## src/rtl/axil_seq_pkg.sv

```systemverilog
`default_nettype none
// ============================================================================
//  Module   : axil_seq_pkg
//  Purpose  : Shared types and constants for the AXI4-Lite config sequencer.
//  Revision : 1.0 - initial release
// ============================================================================
package axil_seq_pkg;

  // Sequencer FSM states; one access in flight at a time.
  typedef enum logic [2:0] {
    ST_IDLE    = 3'd0,
    ST_WR_REQ  = 3'd1,
    ST_WR_RESP = 3'd2,
    ST_RD_REQ  = 3'd3,
    ST_RD_DATA = 3'd4,
    ST_RSP     = 3'd5
  } seq_state_e;

  // AXI response code for a successful access.
  localparam logic [1:0] AXI_RESP_OKAY = 2'b00;

  // Native data width of the targeted register blocks and its strobe width.
  localparam int unsigned SEQ_DATA_WIDTH = 32;
  localparam int unsigned SEQ_STRB_WIDTH = SEQ_DATA_WIDTH / 8;

endpackage
`default_nettype wire

```

## src/rtl/axil_seq_watchdog.sv

```systemverilog
`default_nettype none
// ============================================================================
//  Module   : axil_seq_watchdog
//  Purpose  : Load/increment counter that flags an access exceeding LIMIT
//             cycles. Built only when AXIL_TIMEOUT_EN is defined.
//  Revision : 1.0 - initial release
// ============================================================================
module axil_seq_watchdog #(
  parameter int unsigned CNT_WIDTH = 16,
  parameter int unsigned LIMIT     = 256
) (
  input  logic ACLK,
  input  logic ARESETn,
  input  logic load_i,
  input  logic inc_i,
  output logic expire_o
);

  localparam logic [CNT_WIDTH-1:0] LAST_COUNT = CNT_WIDTH'(LIMIT - 1);

  logic [CNT_WIDTH-1:0] cnt_q;
  logic [CNT_WIDTH-1:0] cnt_d;

  // Clear on command accept, count every busy cycle, saturate at all-ones.
  always_comb begin
    cnt_d = cnt_q;
    if (load_i) begin
      cnt_d = '0;
    end else if (inc_i && (cnt_q != '1)) begin
      cnt_d = cnt_q + 1'b1;
    end
  end

  // Counter register.
  always_ff @(posedge ACLK or negedge ARESETn) begin
    if (!ARESETn) begin
      cnt_q <= '0;
    end else begin
      cnt_q <= cnt_d;
    end
  end

  // Fires in the busy cycle whose increment would reach LIMIT, so the
  // sequencer lands in its response state exactly LIMIT cycles after accept.
  assign expire_o = inc_i && (cnt_q == LAST_COUNT);

endmodule
`default_nettype wire

```

## src/rtl/axil_cfg_sequencer.sv

```systemverilog
`default_nettype none
// ============================================================================
//  Module   : axil_cfg_sequencer
//  Purpose  : Single-outstanding AXI4-Lite master; turns register commands
//             into AW/W/B or AR/R transactions and returns a one-cycle
//             response strobe. All outputs are registered.
//  Options  : AXIL_TIMEOUT_EN - enables the access watchdog (rsp_err_o).
//  Revision : 1.0 - initial release
// ============================================================================
module axil_cfg_sequencer
  import axil_seq_pkg::*;
#(
  parameter int unsigned ADDR_WIDTH     = 4,
  parameter int unsigned DATA_WIDTH     = SEQ_DATA_WIDTH,
  parameter int unsigned TIMEOUT_CYCLES = 256
) (
  input  logic                    ACLK,
  input  logic                    ARESETn,
  // Command side
  input  logic                    cmd_valid_i,
  output logic                    cmd_ready_o,
  input  logic                    cmd_write_i,
  input  logic [ADDR_WIDTH-1:0]   cmd_addr_i,
  input  logic [DATA_WIDTH-1:0]   cmd_wdata_i,
  input  logic [DATA_WIDTH/8-1:0] cmd_wstrb_i,
  // Response side
  output logic                    rsp_valid_o,
  output logic [DATA_WIDTH-1:0]   rsp_rdata_o,
  output logic                    rsp_err_o,
  // AXI4-Lite write address / data / response
  output logic [ADDR_WIDTH-1:0]   m_awaddr_o,
  output logic                    m_awvalid_o,
  input  logic                    m_awready_i,
  output logic [DATA_WIDTH-1:0]   m_wdata_o,
  output logic [DATA_WIDTH/8-1:0] m_wstrb_o,
  output logic                    m_wvalid_o,
  input  logic                    m_wready_i,
  input  logic                    m_bvalid_i,
  output logic                    m_bready_o,
  // AXI4-Lite read address / data
  output logic [ADDR_WIDTH-1:0]   m_araddr_o,
  output logic                    m_arvalid_o,
  input  logic                    m_arready_i,
  input  logic [DATA_WIDTH-1:0]   m_rdata_i,
  input  logic                    m_rvalid_i,
  output logic                    m_rready_o
);

  localparam int unsigned STRB_WIDTH = DATA_WIDTH / 8;

  seq_state_e              state_q,     state_d;
  logic                    cmd_ready_q, cmd_ready_d;
  logic [ADDR_WIDTH-1:0]   addr_q,      addr_d;
  logic [DATA_WIDTH-1:0]   wdata_q,     wdata_d;
  logic [STRB_WIDTH-1:0]   wstrb_q,     wstrb_d;
  logic                    awvalid_q,   awvalid_d;
  logic                    wvalid_q,    wvalid_d;
  logic                    aw_done_q,   aw_done_d;
  logic                    w_done_q,    w_done_d;
  logic                    bready_q,    bready_d;
  logic                    arvalid_q,   arvalid_d;
  logic                    rready_q,    rready_d;
  logic                    rsp_valid_q, rsp_valid_d;
  logic [DATA_WIDTH-1:0]   rsp_rdata_q, rsp_rdata_d;
  logic                    rsp_err_q,   rsp_err_d;

  logic                    w_expire;

`ifdef AXIL_TIMEOUT_EN
  logic w_accept;
  logic w_busy;

  assign w_accept = (state_q == ST_IDLE) && cmd_valid_i && cmd_ready_q;
  assign w_busy   = (state_q != ST_IDLE) && (state_q != ST_RSP);

  axil_seq_watchdog #(
    .CNT_WIDTH (16),
    .LIMIT     (TIMEOUT_CYCLES)
  ) u_watchdog (
    .ACLK     (ACLK),
    .ARESETn  (ARESETn),
    .load_i   (w_accept),
    .inc_i    (w_busy),
    .expire_o (w_expire)
  );
`else
  // No watchdog: accesses wait for the slave indefinitely.
  logic w_unused_tmo;
  assign w_unused_tmo = |TIMEOUT_CYCLES;
  assign w_expire     = 1'b0;
`endif

  // Next-state and next-output logic; every register holds unless changed.
  always_comb begin
    state_d     = state_q;
    cmd_ready_d = cmd_ready_q;
    addr_d      = addr_q;
    wdata_d     = wdata_q;
    wstrb_d     = wstrb_q;
    awvalid_d   = awvalid_q;
    wvalid_d    = wvalid_q;
    aw_done_d   = aw_done_q;
    w_done_d    = w_done_q;
    bready_d    = bready_q;
    arvalid_d   = arvalid_q;
    rready_d    = rready_q;
    rsp_valid_d = 1'b0;
    rsp_rdata_d = rsp_rdata_q;
    rsp_err_d   = rsp_err_q;

    unique case (state_q)
      ST_IDLE: begin
        cmd_ready_d = 1'b1;
        // cmd_ready_q gates acceptance so the reset-exit cycle takes nothing.
        if (cmd_valid_i && cmd_ready_q) begin
          cmd_ready_d = 1'b0;
          addr_d      = cmd_addr_i;
          wdata_d     = cmd_wdata_i;
          wstrb_d     = cmd_wstrb_i;
          rsp_rdata_d = '0;
          rsp_err_d   = 1'b0;
          if (cmd_write_i) begin
            awvalid_d = 1'b1;
            wvalid_d  = 1'b1;
            aw_done_d = 1'b0;
            w_done_d  = 1'b0;
            state_d   = ST_WR_REQ;
          end else begin
            arvalid_d = 1'b1;
            state_d   = ST_RD_REQ;
          end
        end
      end

      ST_WR_REQ: begin
        if (awvalid_q && m_awready_i) begin
          awvalid_d = 1'b0;
          aw_done_d = 1'b1;
        end
        if (wvalid_q && m_wready_i) begin
          wvalid_d = 1'b0;
          w_done_d = 1'b1;
        end
        // Use the updated flags so the last handshake moves straight on.
        if (aw_done_d && w_done_d) begin
          bready_d = 1'b1;
          state_d  = ST_WR_RESP;
        end
      end

      ST_WR_RESP: begin
        if (m_bvalid_i && bready_q) begin
          bready_d    = 1'b0;
          rsp_valid_d = 1'b1;
          state_d     = ST_RSP;
        end
      end

      ST_RD_REQ: begin
        if (arvalid_q && m_arready_i) begin
          arvalid_d = 1'b0;
          rready_d  = 1'b1;
          state_d   = ST_RD_DATA;
        end
      end

      ST_RD_DATA: begin
        if (m_rvalid_i && rready_q) begin
          rready_d    = 1'b0;
          rsp_rdata_d = m_rdata_i;
          rsp_valid_d = 1'b1;
          state_d     = ST_RSP;
        end
      end

      ST_RSP: begin
        cmd_ready_d = 1'b1;
        state_d     = ST_IDLE;
      end

      default: begin
        state_d = ST_IDLE;
      end
    endcase

    // Watchdog expiry abandons the access: release the bus, report error.
    if (w_expire) begin
      awvalid_d   = 1'b0;
      wvalid_d    = 1'b0;
      bready_d    = 1'b0;
      arvalid_d   = 1'b0;
      rready_d    = 1'b0;
      rsp_rdata_d = '0;
      rsp_err_d   = 1'b1;
      rsp_valid_d = 1'b1;
      state_d     = ST_RSP;
    end
  end

  // State and output registers; async reset drops every output at once.
  always_ff @(posedge ACLK or negedge ARESETn) begin
    if (!ARESETn) begin
      state_q     <= ST_IDLE;
      cmd_ready_q <= 1'b0;
      addr_q      <= '0;
      wdata_q     <= '0;
      wstrb_q     <= '0;
      awvalid_q   <= 1'b0;
      wvalid_q    <= 1'b0;
      aw_done_q   <= 1'b0;
      w_done_q    <= 1'b0;
      bready_q    <= 1'b0;
      arvalid_q   <= 1'b0;
      rready_q    <= 1'b0;
      rsp_valid_q <= 1'b0;
      rsp_rdata_q <= '0;
      rsp_err_q   <= 1'b0;
    end else begin
      state_q     <= state_d;
      cmd_ready_q <= cmd_ready_d;
      addr_q      <= addr_d;
      wdata_q     <= wdata_d;
      wstrb_q     <= wstrb_d;
      awvalid_q   <= awvalid_d;
      wvalid_q    <= wvalid_d;
      aw_done_q   <= aw_done_d;
      w_done_q    <= w_done_d;
      bready_q    <= bready_d;
      arvalid_q   <= arvalid_d;
      rready_q    <= rready_d;
      rsp_valid_q <= rsp_valid_d;
      rsp_rdata_q <= rsp_rdata_d;
      rsp_err_q   <= rsp_err_d;
    end
  end

  assign cmd_ready_o = cmd_ready_q;
  assign rsp_valid_o = rsp_valid_q;
  assign rsp_rdata_o = rsp_rdata_q;
  assign rsp_err_o   = rsp_err_q;
  assign m_awaddr_o  = addr_q;
  assign m_awvalid_o = awvalid_q;
  assign m_wdata_o   = wdata_q;
  assign m_wstrb_o   = wstrb_q;
  assign m_wvalid_o  = wvalid_q;
  assign m_bready_o  = bready_q;
  assign m_araddr_o  = addr_q;
  assign m_arvalid_o = arvalid_q;
  assign m_rready_o  = rready_q;

endmodule
`default_nettype wire

```

## config.mk

```make
export PLATFORM = sky130hd
export DESIGN_NAME = axil_cfg_sequencer
export DESIGN_NICKNAME = d
export VERILOG_FILES = /design/src/rtl/axil_seq_pkg.sv /design/src/rtl/axil_seq_watchdog.sv /design/src/rtl/axil_cfg_sequencer.sv
export SDC_FILE = /design/constraint.sdc
export NUM_CORES = 1
export LEC_CHECK = 0
export ABC_AREA = 1
export CAP_MARGIN = 0
export CORE_UTILIZATION = 37
export CTS_CLUSTER_DIAMETER = 120
export DETAILED_ROUTE_END_ITERATION = 10
export PLACE_DENSITY_LB_ADDON = 0.2
export SLEW_MARGIN = 20
export SYNTH_ARGS = -nofsm -noshare
export SYNTH_HDL_FRONTEND = slang
export SYNTH_HIERARCHICAL = 1
export SYNTH_SLANG_ARGS = --single-unit
```

## constraint.sdc

```tcl
create_clock -name ACLK -period 1.2 [get_ports ACLK]
set_input_delay 0.3 -clock ACLK [delete_from_list [all_inputs] [get_ports ACLK]]
set_output_delay 0.3 -clock ACLK [all_outputs]
set_load 0.01 [all_outputs]
```

; Yosys cells after proc, flatten, opt, wreduce, memory -nomap -nowiden
; Index checks and enable logic that the tools add are counted.
[totals]
output_inout_bits = 84
regBits = 84
[op_classes]
mux = 39
reduce_logical = 23
eq_ne = 14
[ops]
columns = cell, n
row1 = $mux W32, 2
row2 = $pmux W32 S2, 1
row3 = $mux W1, 20
row4 = $ne A2 B2 Y1 const B, 9
row5 = $pmux W1 S2, 9
row6 = $mux W3, 5
row7 = $pmux W3 S5, 1
row8 = $reduce_and A3 Y1, 4
row9 = $reduce_and A4 Y1, 3
row10 = $reduce_bool A2 Y1, 6
row11 = $logic_and A1 B1 Y1, 7
row12 = $eq A3 B2 Y1 const B, 2
row13 = $eq A3 B3 Y1 const B, 2
row14 = $reduce_and A5 Y1, 1
row15 = $eq A3 B1 Y1 const B, 1
row16 = $logic_not A3 Y1, 1
row17 = $mux W2, 1
row18 = $reduce_and A2 Y1, 1

; Logic depth before layout (Yosys ltp)
; Gate-level depths: netlist of run 1.
[logic_depth]
depth_word = 6
ltp_mapped = 8
mapped_depth_nobuf = 8

; Worst setup path before layout of run 1
; No wires, ideal clock.
[synth_timing]
kind = reg2reg
from = register state_q[1]
to = register rsp_rdata_q[20] (netlist: rsp_rdata_o[20])
required_time_ns = 1.083
path_slack_ns = -0.058
path_stages_with_launch = 8
t_arrival_ns = 1.142
cell_sequence = dfrtp_1 nor2_4 nand2_2 nor2_8 inv_4 buf_6 nand3_2 nand2_1
[synth_via]
elab_chain_len = 3
word_cells_on_any_way = 7
cone_classes = eq/ne (3) / mux (1) / reduce/logical (3)
[synth_lines]
columns = item, line
row1 = start: declaration, axil_cfg_sequencer.sv:51  ; seq_state_e state_q, state_d;
row2 = start signal: assignment, axil_cfg_sequencer.sv:219  ; state_q <= state_d;
row3 = $eq A3 B3 Y1 / $logic_not A3 Y1 (equally long branches), axil_cfg_sequencer.sv:111  ; unique case (state_q)
row4 = $ne A2 B2 Y1 (no source line) / $reduce_bool A2 Y1 (equally long branches), --
row5 = $reduce_and A3 Y1 (no source line), --
row6 = end signal: assignment, axil_cfg_sequencer.sv:232  ; rsp_rdata_q <= rsp_rdata_d;
row7 = end: declaration, axil_cfg_sequencer.sv:64  ; logic [DATA_WIDTH-1:0] rsp_rdata_q, rsp_rdata_d;
; Several ways; a longest one is shown, not always the timed one.
; A chain may end at the register's enable or synchronous reset.

; Final worst setup path of run 1
[layout_timing]
from = register state_q[0]
to = register wstrb_q[1] (netlist: m_wstrb_o[1])
[layout_via]
elab_chain_len = 2
[layout_lines]
columns = item, line
row1 = $logic_not A3 Y1, axil_cfg_sequencer.sv:111
row2 = $reduce_and A2 Y1 (no source line), --
row3 = end signal: assignment, axil_cfg_sequencer.sv:223  ; wstrb_q <= wstrb_d;
row4 = end: declaration, axil_cfg_sequencer.sv:55  ; logic [STRB_WIDTH-1:0] wstrb_q, wstrb_d;
; No other way between the ends.

==> summary.md, run 1 <==
The run finished, with violations left. The checks that failed: negative setup slack. The logs give 2106 um2 for the flip-flop and latch area and 0.8327 for the global placement routability congestion. The first routing iteration left 151 violations. The routed design has 10.11 mm of wire.

The repair_antennas step left the layout with diodes totalling 0. The number of global-route vias before repair was 3278; the number of input and output port buffers inserted was 163. VDD sags by at most 0.0006112 V. The initial antenna violation count was 0; the pin count of the biggest net entering global routing was 43.

The number of synthesized register bits works out to 84. The global route total overflow is 0. In this run the worst path has a maximum fanout of 20. The root buffer cell chosen for the clock tree is clkbuf_8.

At the later pin of the worst-skew pair, clock insertion delay measures 0.35 ns. Across all register-to-register paths, the minimum setup slack is -0.15 ns. The worst setup path is launched from a flop. From synthesis to final layout, the design area changed by 67.58%.

The post-synthesis instance total is 401, and the clock skew after layout is 0.01163 ns. Hold is met by 0.3198 ns. The top achievable clock speed came out at 739.8 MHz. Once detail routing completed, the nets flagged for antenna violations numbered 0.

The total number of vias is 3503, and the total clock sinks is 84. The post-route DRC violation count was 0; the final critical-path required period was 1.352 ns. For this design the top-level I/O count stands at 165. The proportion of layout cells with a drive suffix above 1 is 0.3484. In the routed layout, each cell is associated on average with a via count of 4.538. The logs give 0.5889 for the sequential element share of the synthesized area and 840 for the filler cell count. Overall power consumption after layout is estimated at 5.220 mW.

STA classifies the critical path endpoint as a flop. The worst slack at placement was -0.4081 ns; the least setup slack across all paths after layout was -0.1518 ns. The proportion of synthesized flip-flops having asynchronous set or reset is 1.000.

Setup repair after global routing could not meet its margin everywhere. Start-to-end type of the worst setup path: reg -> reg. The run gives 0.1999 as the overall global routing resource usage. Summing all multi-input logic gate instances after layout gives 1340 um2.

The longest clock path from root to sink contains 2 buffers. The startpoint of the most critical register-to-register path is state_q[0]$_DFFE_PN0P_. For this design the static power due to leakage is 3.383 nW.

Measured along the x axis, the die boundary spans 100.2 um. The mean instance size in the synthesized netlist was 8.902 um2. The terminus of the critical flop-to-flop path is m_wstrb_o[1]$_DFFE_PN0P_.

Across the run, the number of max-cap violations was 0. After clock tree synthesis, the clock-pin slew on the worst setup and hold paths is 0.09 ns. TritonCTS built the clock tree.

The number of failing hold endpoints at the final stage was 0. The floorplan step defined a core boundary enclosing 9284 um2. Measured along the y axis, the die boundary spans 100.2 um. Buffers inserted during clock tree synthesis total 9.

The row count is 35, and the die outline area is 10050 um2. The final number of max-transition violations is 0, and the wire length of the first global-routing pass is 15.79 mm. In the final routed layout, each cell accounts on average for 13.10 um.

The netlist uses 24 different library cells. For this run, the detailed router's first-pass iteration total came to 5. The logs give 0.3845 for the starting utilization of the core area and 6 for the Yosys warning count.

Among all flip-flop cells after synthesis, the most frequent one is dfrtp_1. The post-route fraction of the period consumed by the critical path works out to 1.126. The logs give 0.6443 for the share of the core filled with cells in the final layout and 6.588 mm for the placed wire-length estimate after detailed placement. The count of flip-flops with a built-in enable after synthesis is 0, and the number of cells traversed by the worst register-to-register path is 7.

The power density normalized to cell area is 872.6 nW/um2, and the total setup violations reported at the end of the flow is 86. The synthesized area was 3570 um2; the final layout net count was 719. Synthesis produced a netlist with a net count of 482. The tools report the H-tree depth reported by CTS as 3. The data required time at the worst endpoint is 1.48 ns. The class of the worst hold path was in -> async. Critical path arrival: 1.63 ns.
-- per-stage QoR --
| step | std cells | setup TNS [ns] | instance area (um2) |
|---|---|---|---|
| 4_1_cts | 746 | -8.881 | 5612 |
| 3_3_place_gp | 710 | -26.41 | 5572 |
| 2_1_floorplan | 401 | -2.264 | 3592 |
| 6_report | 772 | -9.602 | 5982 |
| 3_5_place_dp | 710 | -27.78 | 5572 |
| 5_1_grt | 772 | -16.15 | 5982 |
-- state kept, by name, summed over array words and instances, names as in the netlist, 3 cells and up --
register and count:
m_araddr_o 4, m_wdata_o 32, m_wstrb_o 4, rsp_rdata_o 32
state_q 3
-- layer usage --
layer / wire length [um] / part of all wire / up-vias / global-route usage
li1: - / - / 1723 / -
met1: 4314 / 0.43 / 1673 / 0.2454
met2: 5250 / 0.52 / 93 / 0.3530
met3: 380 / 0.038 / 14 / 0.03134
met4: 167 / 0.017 / 0 / 0.07692
met5: 0 / 0 / - / 0
-- where the power goes --
group | switching (mW) | leakage (nW) | internal (mW)
logic | 0.100 | 2.14 | 0.241
clock network | 1.03 | 0.0918 | 1.02
registers | 0 | 1.15 | 2.83
-- critical path: stages (launching register included) --
cell and delay (ns):
dfrtp_2 0.43, nor2_4 0.19, nand2_4 0.10, nor2_8 0.14, buf_12 0.13, clkbuf_16 0.18, nand2_1 0.07, nand2_1 0.06
-- final cells by class --
| class | instances | share of cell area |
|---|---|---|
| clock inverters | 5 | 0.01025 |
| well taps | 129 | 0.02698 |
| clock buffers | 11 | 0.02364 |
| multi-input cells | 286 | 0.2240 |
| repair buffers | 248 | 0.3549 |
| flip-flops and latches | 84 | 0.3520 |
| inverters | 9 | 0.008157 |
-- worst max path at each step --
stage                                 from                     endpoint  slack [ns]
global placement               cmd_valid_i       state_q[0]$_DFFE_PN0P_       -0.37
finish              state_q[0]$_DFFE_PN0P_     m_wstrb_o[1]$_DFFE_PN0P_       -0.15
global route        state_q[0]$_DFFE_PN0P_   rsp_rdata_o[1]$_DFFE_PN0P_       -0.21
detailed placement             cmd_valid_i       state_q[1]$_DFFE_PN0P_       -0.41
floorplan           state_q[0]$_DFFE_PN0P_  rsp_rdata_o[20]$_DFFE_PN0P_       -0.06
CTS                 state_q[1]$_DFFE_PN0P_   rsp_rdata_o[1]$_DFFE_PN0P_       -0.15
-- cells in the final DEF, fill, tap and decap left out, drive strengths merged --
cell type and n:
nand2 220, buf 166, dfrtp 84, clkdlybuf4s50 79, nand3 40, clkbuf 13, nor2 10, inv 9
o21ai 7, a21oi 4, clkinvlp 3, nand3b 1, o211ai 1, a21boi 1, o21a 1, conb 1
bufinv 1, clkinv 1, dlygate4sd3 1
-- cells in the mapped netlist (2+ instances only) --
| master | number | area share |
|---|---|---|
| o21ai_0 | 7 | 0.0098 |
| nor2_8 | 2 | 0.011 |
| nand3_2 | 10 | 0.028 |
| buf_6 | 4 | 0.013 |
| inv_4 | 2 | 0.0035 |
| nand3_1 | 30 | 0.042 |
| nand2_1 | 217 | 0.23 |
| buf_2 | 8 | 0.011 |
| nand2_2 | 2 | 0.0035 |
| nor2_1 | 6 | 0.0063 |
| a21oi_1 | 3 | 0.0042 |
| dfrtp_1 | 84 | 0.59 |
| inv_1 | 6 | 0.0063 |
| buf_4 | 10 | 0.021 |
-- timing repair --
action | CTS | global route
hold buffers | 1 | 0
setup buffers | 19 | 24
gates cloned | 0 | 2
resized for setup | 361 | 27
endpoints found under the hold margin | 84 | 0
endpoints found under the setup margin | 166 | 162
pin swaps | 1 | 3
-- logic make-up after synthesis --
kind of cell,synth area share
flip-flops,0.5889
other,0.001051
buffers and inverters,0.05573
AO/OA/AOI/OAI,0.02489
AND/OR/NAND/NOR,0.3295
Note: power is estimated with default switching activity, not from simulation.
==> run 2, diff against run 1 <==
- ABC_AREA: 1 -> unset
- ABC_CLOCK_PERIOD_IN_PS: unset -> 1200
- CORE_UTILIZATION: 37 -> 36
==> run 2 against run 1 <==
Net effect: the run still ends with negative setup slack left; sequential share of layout area fell by 0.15 points; wire length rose by 1.2%; sequential cell count did not move; total power rose to 3.0 times the previous value.
==> summary.md, run 2 <==
The flow ran to the end, but the final reports show violations. The final reports fail on negative setup slack. Number of distinct library cells after synthesis: 34.

Synthesis produced 235 cells. The logs give 34 for the row count and 9733 um2 for the die outline area. Final number of max-transition violations: 0. The library cells used most frequently in the layout, excluding fill and tap cells, are dfrtp_1, clkdlybuf4s50_1, buf_2. The filler cell count was 676. Setup violations remaining at the end of the flow were counted as 90. The share of Yosys cell area claimed by the top area cell type came out at 0.6250. The critical path's slowest cell is dfrtp_1.

The cell type with the highest aggregate area in the netlist is dfrtp_1. The number of global-route vias before repair is 2922. After synthesis, the largest family of logic cells by area is multiplexers. In this run the worst path has a maximum fanout of 7. Counting every net in the synthesized netlist gives 316.

The fraction of synthesized cell area in xor and xnor cells works out to 0. Initial antenna violation count: 0. In the final design database the tool counted 559 nets.

For the worst-skew pair, the clock arrives at the later sink with an insertion delay of 0.34 ns. Based on the critical path, the design can be clocked at up to 615.2 MHz. Largest delay contributor family on the critical path: simple AND/OR/NAND/NOR gates. Data on the critical path is required at its endpoint by 1.44 ns.

The worst path in the final design needs a cycle of 1.625 ns, including I/O delays and setup. Commonest non-fill, non-tap cell in the layout: dfrtp_1. The simple logic cell fraction of the synthesized area works out to 0.05171. The global route total overflow came out at 0. In this run the static leakage power is 2.960 nW. Each instance of the synthesized netlist takes up on average 14.31 um2.

The number of buffer and inverter stages on the critical path was 3. The compound-cell area share of the yosys netlist was 0.1298. The kind of launch point of the worst setup path was a flop. Start-to-end type of the worst setup path: reg -> reg. The adder and majority gate portion of the synthesized area was 0. Setup slack on the worst reg-to-reg path comes out at -0.43 ns. After the first detailed-routing iteration, the DRC count stood at 57. Dividing the detail-routed wire length by the instance count gives 17.31 um.

Across the routed clock network, the largest skew measured is 0.01563 ns. Summing all flip-flop and latch instances after layout gives 2102 um2. The share of synthesized area spent on multiplexers works out to 0.1403. The proportion of layout cells with a drive suffix above 1 is 0.5052, and the area of the multi-input gates is 1321 um2. Sorting the synthesized cells by how often they occur yields dfrtp_1, mux2_1, a22o_1.

During synthesis, Yosys emitted a total of 6 warnings. The logs give -0.8292 ns for the worst slack at placement and 0 for the post-route DRC violation count. For the clock buffer count from CTS, the log shows 9. The leading cell type by number of instances after synthesis was dfrtp_1. Maximum buffer depth of the clock tree: 2.

The number of failing hold endpoints at the final stage was 0. The tools report the startpoint of the most critical register-to-register path as state_q[2]$_DFFE_PN0P_. For the global placement routability congestion, the log shows 0.7559. The endpoint type of the worst setup path was a flop. The total clock sinks was 84. Setup repair after global routing could not meet its margin everywhere.

In the post-synthesis netlist, the biggest area contributors are dfrtp_1, mux2_1, a22o_1, buf_6, buf_4. Number of top-level pins: 165. The critical path starts at state_q[2]$_DFFE_PN0P_.

The HPWL after detailed placement is 6.175 mm. The tools report the largest voltage drop on the vdd net as 0.001249 V. The worst stage delay on the critical path came out at 0.42 ns.

For this run, the leading register cell type out of synthesis is dfrtp_1. STA puts the critical path data arrival time at 1.86 ns. Synthesized area: 3363 um2.

The routed design has 10.23 mm of wire. The count of flip-flops with a built-in enable after synthesis works out to 0. The die is 98.66 um tall. The overall global routing resource usage is 0.2029, and the x dimension of the die is 98.66 um. After floorplanning, the core was sized to cover 8891 um2. The first global-routing pass estimated 15.33 mm of wire. In this run the clock root is driven by a clkbuf_8. The run gives 3 as the H-tree depth reported by CTS.

The class of the worst hold path was in -> async. For the number of routed nets with antenna violations, the log shows 0. In the routed layout, each cell is associated on average with a via count of 4.909. The run gives -0.4254 ns as the least setup slack across all paths after layout. Terminus of the critical flop-to-flop path: rsp_rdata_o[29]$_DFFE_PN0P_.

Entering global routing, the biggest net connects 28 pins. TritonCTS built the clock tree. The proportion of synthesized flip-flops having asynchronous set or reset works out to 1.000. The number of max-capacitance violations reported is 0. The post-route fraction of the period consumed by the critical path is 1.355, and the number of diodes added for antenna fixing is 0.

In this run the power density over the cells is 2620 nW/um2. The critical path goes through nor3_2, nor2b_4, buf_12, buf_8, nor2_4, buf_6, a22o_1. The sequential element share of the synthesized area came out at 0.6250.

The total number of vias is 2901, and the detailed-router iteration count before antenna repair is 4. Relative to the synthesized area, the layout overhead comes to 78.31%. The starting utilization of the core area was 0.3783; the number of input and output port buffers inserted was 163.

The number of cells traversed by the worst register-to-register path was 7. Across all hold checks on the routed design, the worst slack comes to 0.4063 ns. The number of synthesized register bits was 84. Clock-pin slew was measured on the worst setup and hold paths at 0.10 ns.
## run 2: changes by cell type in the layout (fill, tap and decap cells not counted), moves of 4 or more
cell,before,now
a22o_1,0,32
mux2_4,0,37
nand2_1,209,9
buf_6,25,30
mux2_1,0,4
nor2_1,1,8
buf_16,0,4
buf_2,62,66
inv_1,6,2
nand2_2,9,1
nand3_2,13,0
nand3_1,27,1
buf_4,72,62
## run 2: worst max-delay path by stage
stage | slack, ns | depth (start not counted) | to
after detailed placement | -0.83 | 5 | rsp_rdata_o[11]$_DFFE_PN0P_
final | -0.43 | 7 | rsp_rdata_o[29]$_DFFE_PN0P_
after global routing | -0.47 | 7 | rsp_rdata_o[29]$_DFFE_PN0P_
after global placement | -0.77 | 5 | rsp_rdata_o[8]$_DFFE_PN0P_
after floorplan | -0.28 | 5 | m_araddr_o[0]$_DFFE_PN0P_
after CTS | -0.41 | 7 | rsp_rdata_o[11]$_DFFE_PN0P_
## run 2: layer usage
metal / part of all wire / up-vias / global-route usage
li1: - / 1333 / -
met1: 0.45 / 1437 / 0.2756
met2: 0.49 / 127 / 0.3332
met3: 0.062 / 4 / 0.04397
met4: 0.0044 / 0 / 0.04937
met5: 0 / - / 0
## run 2: cell families (layout without fill, tap and decap cells)
logic type	after synthesis	count (layout)
AOI/OAI and AO/OA	53	53
buffers and inverters	23	269
DFF	84	84
muxes	42	42
other	1	1
and+or+nand+nor	32	34
## run 2: where the power goes
part | leakage, nW | internal [mW] | total (mW) | switching, mW
combinational | 1.79 | 5.10 | 8.44 | 3.34
clock | 0.110 | 1.19 | 2.25 | 1.06
sequential | 1.06 | 4.20 | 5.03 | 0.822
## run 2: layout make-up
class                           instances  share of cell area
Tap cell                              108             0.02253
Clock inverter                          7             0.01648
Multi-Input combinational cell        130              0.2203
Timing Repair Buffer                  250              0.3676
Clock buffer                            9             0.02066
Inverter                                3            0.001878
Sequential cell                        84              0.3505
## run 2: timing repair
action	CTS	global route
hold endpoints to repair	19	0
setup endpoints to repair	167	137
pin swaps	6	9
cloned	5	2
buffers inserted	32	22
gates resized for setup	396	37
hold buffers	1	0
## run 2: per-stage QoR
stage	TNS [ns]	area, um2	utilization	total power, mW	cells
6_report	-31.55	5997	0.6745	15.71	591
5_1_grt	-35.08	5997	0.6745	16.57	591
4_1_cts	-31.41	5670	0.6378	14.63	570
3_5_place_dp	-62.90	5243	0.5896	11.92	517
3_3_place_gp	-60.68	5243	0.5896	11.73	517
2_1_floorplan	-21.04	3373	-	7.944	235
